`src/rtl/div_if.sv`:
```
// Start/busy/done bundle between the EX-stage control and the iterative divider.
// An operation is requested by iStart while oBusy=0; oDone pulses once when results are valid.
interface div_if #(parameter int WIDTH = 32);
    logic             iStart;
    logic             iSigned;
    logic [WIDTH-1:0] iDividend;
    logic [WIDTH-1:0] iDivisor;
    logic             oBusy;
    logic             oDone;
    logic [WIDTH-1:0] oQuotient;
    logic [WIDTH-1:0] oRemainder;
    logic             oDivZero;

    modport master (
        output iStart, iSigned, iDividend, iDivisor,
        input  oBusy, oDone, oQuotient, oRemainder, oDivZero
    );

    modport slave (
        input  iStart, iSigned, iDividend, iDivisor,
        output oBusy, oDone, oQuotient, oRemainder, oDivZero
    );
endinterface

```
`src/rtl/div_unit.sv`:
```
// Restoring radix-2 divider for MIPS DIV/DIVU: WIDTH iterations on operand magnitudes,
// sign fix-up on the way into DONE. Quotient -> LO, remainder -> HI.
module div_unit #(
    parameter int WIDTH = 32
) (
    input  logic       iClk,
    input  logic       iReset,
    div_if.slave       bus,
    output logic [1:0] oDbgState
);
    localparam int             CW       = $clog2(WIDTH + 1);
    localparam logic [CW-1:0]  CNT_INIT = CW'(WIDTH);
    localparam logic [CW-1:0]  CNT_LAST = CW'(1);

    typedef enum logic [1:0] {
        IDLE = 2'd0,
        RUN  = 2'd1,
        DONE = 2'd2
    } state_t;

    state_t           r_state;
    state_t           w_next;

    logic [WIDTH-1:0] r_rem;
    logic [WIDTH-1:0] r_quo;
    logic [WIDTH-1:0] r_dvs;
    logic [CW-1:0]    r_cnt;
    logic             r_neg_q;
    logic             r_neg_r;
    logic [WIDTH-1:0] r_q_out;
    logic [WIDTH-1:0] r_r_out;
    logic             r_dz;

    logic             w_sign_a;
    logic             w_sign_b;
    logic [WIDTH-1:0] w_mag_a;
    logic [WIDTH-1:0] w_mag_b;
    logic             w_dz;
    logic             w_accept;
    logic [WIDTH:0]   w_shift;
    logic [WIDTH:0]   w_diff;
    logic [WIDTH-1:0] w_rem_nx;
    logic [WIDTH-1:0] w_quo_nx;

    assign w_sign_a = bus.iSigned & bus.iDividend[WIDTH-1];
    assign w_sign_b = bus.iSigned & bus.iDivisor[WIDTH-1];
    assign w_mag_a  = w_sign_a ? -bus.iDividend : bus.iDividend;
    assign w_mag_b  = w_sign_b ? -bus.iDivisor : bus.iDivisor;
    assign w_dz     = (bus.iDivisor == '0);
    // DONE accepts a new request exactly like IDLE; only RUN ignores iStart.
    assign w_accept = bus.iStart & (r_state != RUN);

    // The partial remainder is always below the divisor, so a WIDTH+1-bit
    // difference has an unambiguous sign bit even for divisors >= 2^(WIDTH-1).
    assign w_shift  = {r_rem, r_quo[WIDTH-1]};
    assign w_diff   = w_shift - {1'b0, r_dvs};
    assign w_rem_nx = w_diff[WIDTH] ? w_shift[WIDTH-1:0] : w_diff[WIDTH-1:0];
    assign w_quo_nx = {r_quo[WIDTH-2:0], ~w_diff[WIDTH]};

    always_ff @(posedge iClk) begin
        if (iReset) begin
            r_state <= IDLE;
        end else begin
            r_state <= w_next;
        end
    end

    always_comb begin
        w_next     = r_state;
        bus.oBusy  = 1'b0;
        bus.oDone  = 1'b0;
        case (r_state)
            IDLE, DONE: begin
                bus.oDone = (r_state == DONE);
                if (bus.iStart) begin
                    w_next = w_dz ? DONE : RUN;
                end else begin
                    w_next = IDLE;
                end
            end
            RUN: begin
                bus.oBusy = 1'b1;
                if (r_cnt == CNT_LAST) begin
                    w_next = DONE;
                end
            end
            default: w_next = IDLE;
        endcase
    end

    always_ff @(posedge iClk) begin
        if (iReset) begin
            r_rem   <= '0;
            r_quo   <= '0;
            r_dvs   <= '0;
            r_cnt   <= '0;
            r_neg_q <= 1'b0;
            r_neg_r <= 1'b0;
            r_q_out <= '0;
            r_r_out <= '0;
            r_dz    <= 1'b0;
        end else if (w_accept) begin
            r_rem   <= '0;
            r_quo   <= w_mag_a;
            r_dvs   <= w_mag_b;
            r_cnt   <= CNT_INIT;
            r_neg_q <= w_sign_a ^ w_sign_b;
            r_neg_r <= w_sign_a;
            if (w_dz) begin
                r_q_out <= '1;
                r_r_out <= bus.iDividend;
                r_dz    <= 1'b1;
            end
        end else if (r_state == RUN) begin
            r_rem <= w_rem_nx;
            r_quo <= w_quo_nx;
            r_cnt <= r_cnt - CNT_LAST;
            if (r_cnt == CNT_LAST) begin
                r_q_out <= r_neg_q ? -w_quo_nx : w_quo_nx;
                r_r_out <= r_neg_r ? -w_rem_nx : w_rem_nx;
                r_dz    <= 1'b0;
            end
        end
    end

    assign bus.oQuotient  = r_q_out;
    assign bus.oRemainder = r_r_out;
    assign bus.oDivZero   = r_dz;
    assign oDbgState      = r_state;
endmodule

```
`src/flat_wrapper.sv`:
```
// flat-port wrapper written by rule: the top's interface ports become plain ports
module div_unit_flat 
#(
    parameter int WIDTH = 32
)
  (iClk, iReset, oDbgState, bus_iStart, bus_iSigned, bus_iDividend, bus_iDivisor, bus_oBusy, bus_oDone, bus_oQuotient, bus_oRemainder, bus_oDivZero);
  div_if #(.WIDTH(WIDTH)) bus_i ();
  input  logic iClk;
  input  logic iReset;
  output logic [1:0] oDbgState;
  input wire logic [$bits(bus_i.iStart)-1:0] bus_iStart;
  input wire logic [$bits(bus_i.iSigned)-1:0] bus_iSigned;
  input wire logic [$bits(bus_i.iDividend)-1:0] bus_iDividend;
  input wire logic [$bits(bus_i.iDivisor)-1:0] bus_iDivisor;
  output wire logic [$bits(bus_i.oBusy)-1:0] bus_oBusy;
  output wire logic [$bits(bus_i.oDone)-1:0] bus_oDone;
  output wire logic [$bits(bus_i.oQuotient)-1:0] bus_oQuotient;
  output wire logic [$bits(bus_i.oRemainder)-1:0] bus_oRemainder;
  output wire logic [$bits(bus_i.oDivZero)-1:0] bus_oDivZero;
  assign bus_i.iStart = bus_iStart;
  assign bus_i.iSigned = bus_iSigned;
  assign bus_i.iDividend = bus_iDividend;
  assign bus_i.iDivisor = bus_iDivisor;
  assign bus_oBusy = bus_i.oBusy;
  assign bus_oDone = bus_i.oDone;
  assign bus_oQuotient = bus_i.oQuotient;
  assign bus_oRemainder = bus_i.oRemainder;
  assign bus_oDivZero = bus_i.oDivZero;
  div_unit #(.WIDTH(WIDTH)) u_core (.iClk(iClk), .iReset(iReset), .bus(bus_i), .oDbgState(oDbgState));
endmodule
```
`config.mk`:
```
export PLATFORM = sky130hd
export DESIGN_NAME = div_unit_flat
export DESIGN_NICKNAME = d
export VERILOG_FILES = /design/src/rtl/div_if.sv /design/src/rtl/div_unit.sv /design/src/flat_wrapper.sv
export SDC_FILE = /design/constraint.sdc
export NUM_CORES = 1
export LEC_CHECK = 0
export CELL_PAD_IN_SITES_DETAIL_PLACEMENT = 0
export CELL_PAD_IN_SITES_GLOBAL_PLACEMENT = 1
export CORE_AREA = 2 2 172 174
export DETAILED_ROUTE_END_ITERATION = 8
export DIE_AREA = 0 0 174 176
export PLACE_DENSITY_LB_ADDON = 0.1
export SLEW_MARGIN = 20
export SYNTH_ARGS = -nofsm -noshare
export SYNTH_HDL_FRONTEND = slang
export SYNTH_SLANG_ARGS = --single-unit
```
`constraint.sdc`:
```
create_clock -name iClk -period 5.3 [get_ports iClk]
set_clock_uncertainty 0.15 [all_clocks]
set_input_delay 1.325 -clock iClk [delete_from_list [all_inputs] [get_ports iClk]]
set_output_delay 1.325 -clock iClk [all_outputs]
set_load 0.03 [all_outputs]
```
==> metrics <==
EDFF count, synth 0; Longest Clk Path Bufs 2; post-synth net total between 1500 and 2000; cell area after technology mapping around 0.012 mm²; first-pass GRT wire length 62220 µm; Die X 174 µm; total overflow reported by the global router 0; H-tree level count 4; count of cell types in the netlist 86; crit start category flip-flop; most used flip-flop cell after synthesis dfxtp_1; die height 176 µm; flop and latch count out of synthesis 171; iteration-0 DRC count of the detailed router 1204; Clock transition at path regs 0.08 ns; slew at the pin with the worst max-slew slack 0.8456 ns; data arrival time of the worst path ~5 ns; Clock Sinks roughly 170; total global routing track utilization 0.2573; Port Buffers ~140; type of the most critical hold path flip-flop to flip-flop; Core Area roughly 0.029 mm²; largest net degree at the start of global routing approximately 70; Num CTS Buffers 17; top achievable clock speed roughly 210 MHz; die outline area 0.03062 mm²; startpoint of the most critical register-to-register path u_core.r_dvs[17]$_SDFFE_PP0P_; kind of critical path flip-flop to flip-flop; max-slew violation count 0; final worst-path cycle share 0.8794; setup fix buffers added after clock tree synthesis 0; number of instances in the synthesized netlist about 1600; CTS tree yes; detailed-placement wirelength estimate between 20000 and 30000 µm; Synth warnings 0; WL per Instance 19.49 µm; number of endpoints with negative hold slack in the final report 0; start point of the worst min-delay path u_core.bus.oRemainder[23]$_SDFFE_PP0P_; via count of the first global-routing pass 10980; drt first pass iters 5; worst-case headroom to the max-slew limit 0.4311; Remaining DRCs 0; Initial Util 0.4169; antenna diode instance count 0; Worst IR Drop VDD about 0.00022 V; average cell area after synthesis 7.630 µm²; total of cells resized after clock tree synthesis 0; share of layout cells above drive strength 1 0.06356; area delta synth->final 19.18%; Final Wtd Congestion 0.8780; total detailed-routing wirelength 39690 µm; clock latency on the worst-skew pair 0.45 ns; clock root buffer clkbuf_16; number of nets in the final layout 1747; share of flip-flops with an asynchronous set or reset after synthesis 0; WHS 0.3226 ns; proportion of synthesized chip area in sequential cells 0.2876; maxcap violations 0; power density over cell area 330.0 mW/mm²; crit path capture type flip-flop; DR vias between 10000 and 15000; drt via density roughly 5.8; hold_buf cts 0; min cycle time layout between 4 and 5 ns; number of antenna violations at the first check in global routing 0; largest fanout of any net on the critical path 11; Routed Antenna Nets 0; data required time at the worst endpoint 5.50 ns; Critical Path Source u_core.r_dvs[17]$_SDFFE_PP0P_; run status finished clean; Final Core Density 0.4969; setup total negative slack 0 ns; endpoints failing setup 0; leakage power 5.025 nW; total number of placement rows 62; RSZ-0062 raised after global routing no; number of top-level design ports 137
[report_power, final]
group          internal (mW)  leakage (nW)  switching [mW]
clock network          0.802         0.302           0.599
registers               1.36          1.40          0.0920
logic                  0.684          3.33            1.14
[area by class of cell]
type / count / area [µm²]
clock buffer: 18 / 429.2
clock inverter: 13 / 201.4
fill: 2927 / 14360
inverter: 57 / 215.2
multi-input combinational: 1227 / 7833
sequential: 171 / 3423
tap: 384 / 480.5
timing repair buffer: 166 / 1604
[placed cells by master, fill, tap and decap left out, types with 26 or more instances in the layout]
cell and count:
buf_4 29, nor3_1 57, ha_1 38, a211oi_1 115, xnor2_1 53, nand2_1 133
nor2_1 222, dfxtp_1 171, o31ai_1 26, mux2i_1 30, o21ai_0 77, xor2_1 74
a21oi_1 115, inv_1 55, clkdlybuf4s50_1 134
[synth_stat cells (all sizes together), types with 19 or more instances]
master  number  area share
nor3        57       0.024
a21oi      117       0.050
buf         32       0.015
nor2       224       0.071
inv         57       0.018
nor4        20       0.014
o31ai       27       0.017
dfxtp      171        0.29
xnor2       53       0.039
mux2i       31       0.026
nand2      133       0.042
xor2        74       0.054
clkbuf      73       0.023
ha          38       0.040
a211oi     117       0.075
a311oi      19       0.014
or3         23       0.012
o21ai       89       0.037
[stage by stage]
| stage | instance area, µm² | total power [mW] | std cells | setup WS [ns] |
|---|---|---|---|---|
| after floorplan | 11900 | 2.769 | 1560 | 0.5241 |
| after global placement | 13560 | 3.280 | 2005 | 0.4780 |
| after detailed placement | 13560 | 3.284 | 2005 | 0.4101 |
| after CTS | 14190 | 4.691 | 2036 | 0.7428 |
| after global routing | 14190 | 4.944 | 2036 | 0.3425 |
| final | 14190 | 4.682 | 2036 | 0.6392 |
[per-layer routing]
layer  wire, µm  GRT usage  up-vias
met5          0          0        -
met4        365    0.04972        0
met3       1986    0.03618       30
met2      17290     0.3974      333
met1      20050     0.3824     5580
li1           -          -     5858
[critical path, cell delays in order, from the launching register on]
cell and delay (ns):
dfxtp_1 0.37, inv_1 0.06, ha_1 0.48, a21oi_1 0.19, o21ai_0 0.42, a21oi_1 0.14, o21ai_1 0.42, nor3_1 0.09
buf_4 0.18, nor2_4 0.17, inv_2 0.12, a21oi_1 0.25, ha_1 0.26, inv_1 0.08, or3_1 0.53, o21ai_1 0.21
xnor2_1 0.10, a2111oi_2 0.35
[sequential cells by signal, summed over array words and instances (netlist names)]
register,cells
u_core.bus.oDivZero,1
u_core.r_cnt,6
u_core.r_dvs,32
u_core.r_neg_q,1
u_core.r_rem,32
u_core.bus.oQuotient,32
u_core.oDbgState,2
u_core.bus.oRemainder,32
u_core.r_neg_r,1
u_core.r_quo,32
[worst paths after layout]
path                                       endpoint  slack (ns)  depth (start not counted)
max reg2reg  u_core.bus.oRemainder[22]$_SDFFE_PP0P_        0.64                         17
max          u_core.bus.oRemainder[22]$_SDFFE_PP0P_        0.64                         17
min reg2reg  u_core.bus.oRemainder[23]$_SDFFE_PP0P_        0.32                          2
min          u_core.bus.oRemainder[23]$_SDFFE_PP0P_        0.32                          2
[kinds of logic (layout without fill, tap and decap cells)]
family | count (synthesis) | in the layout | share of synthesized area
buffers and inverters | 162 | 254 | 0.05603
DFF | 171 | 171 | 0.2876
and+or+nand+nor | 548 | 548 | 0.2135
adders and majority gates | 39 | 39 | 0.04163
xor gates and xnor gates | 127 | 127 | 0.09345
muxes | 35 | 35 | 0.03017
AOI/OAI and AO/OA | 478 | 478 | 0.2776
(Power assumes the default switching activity.)
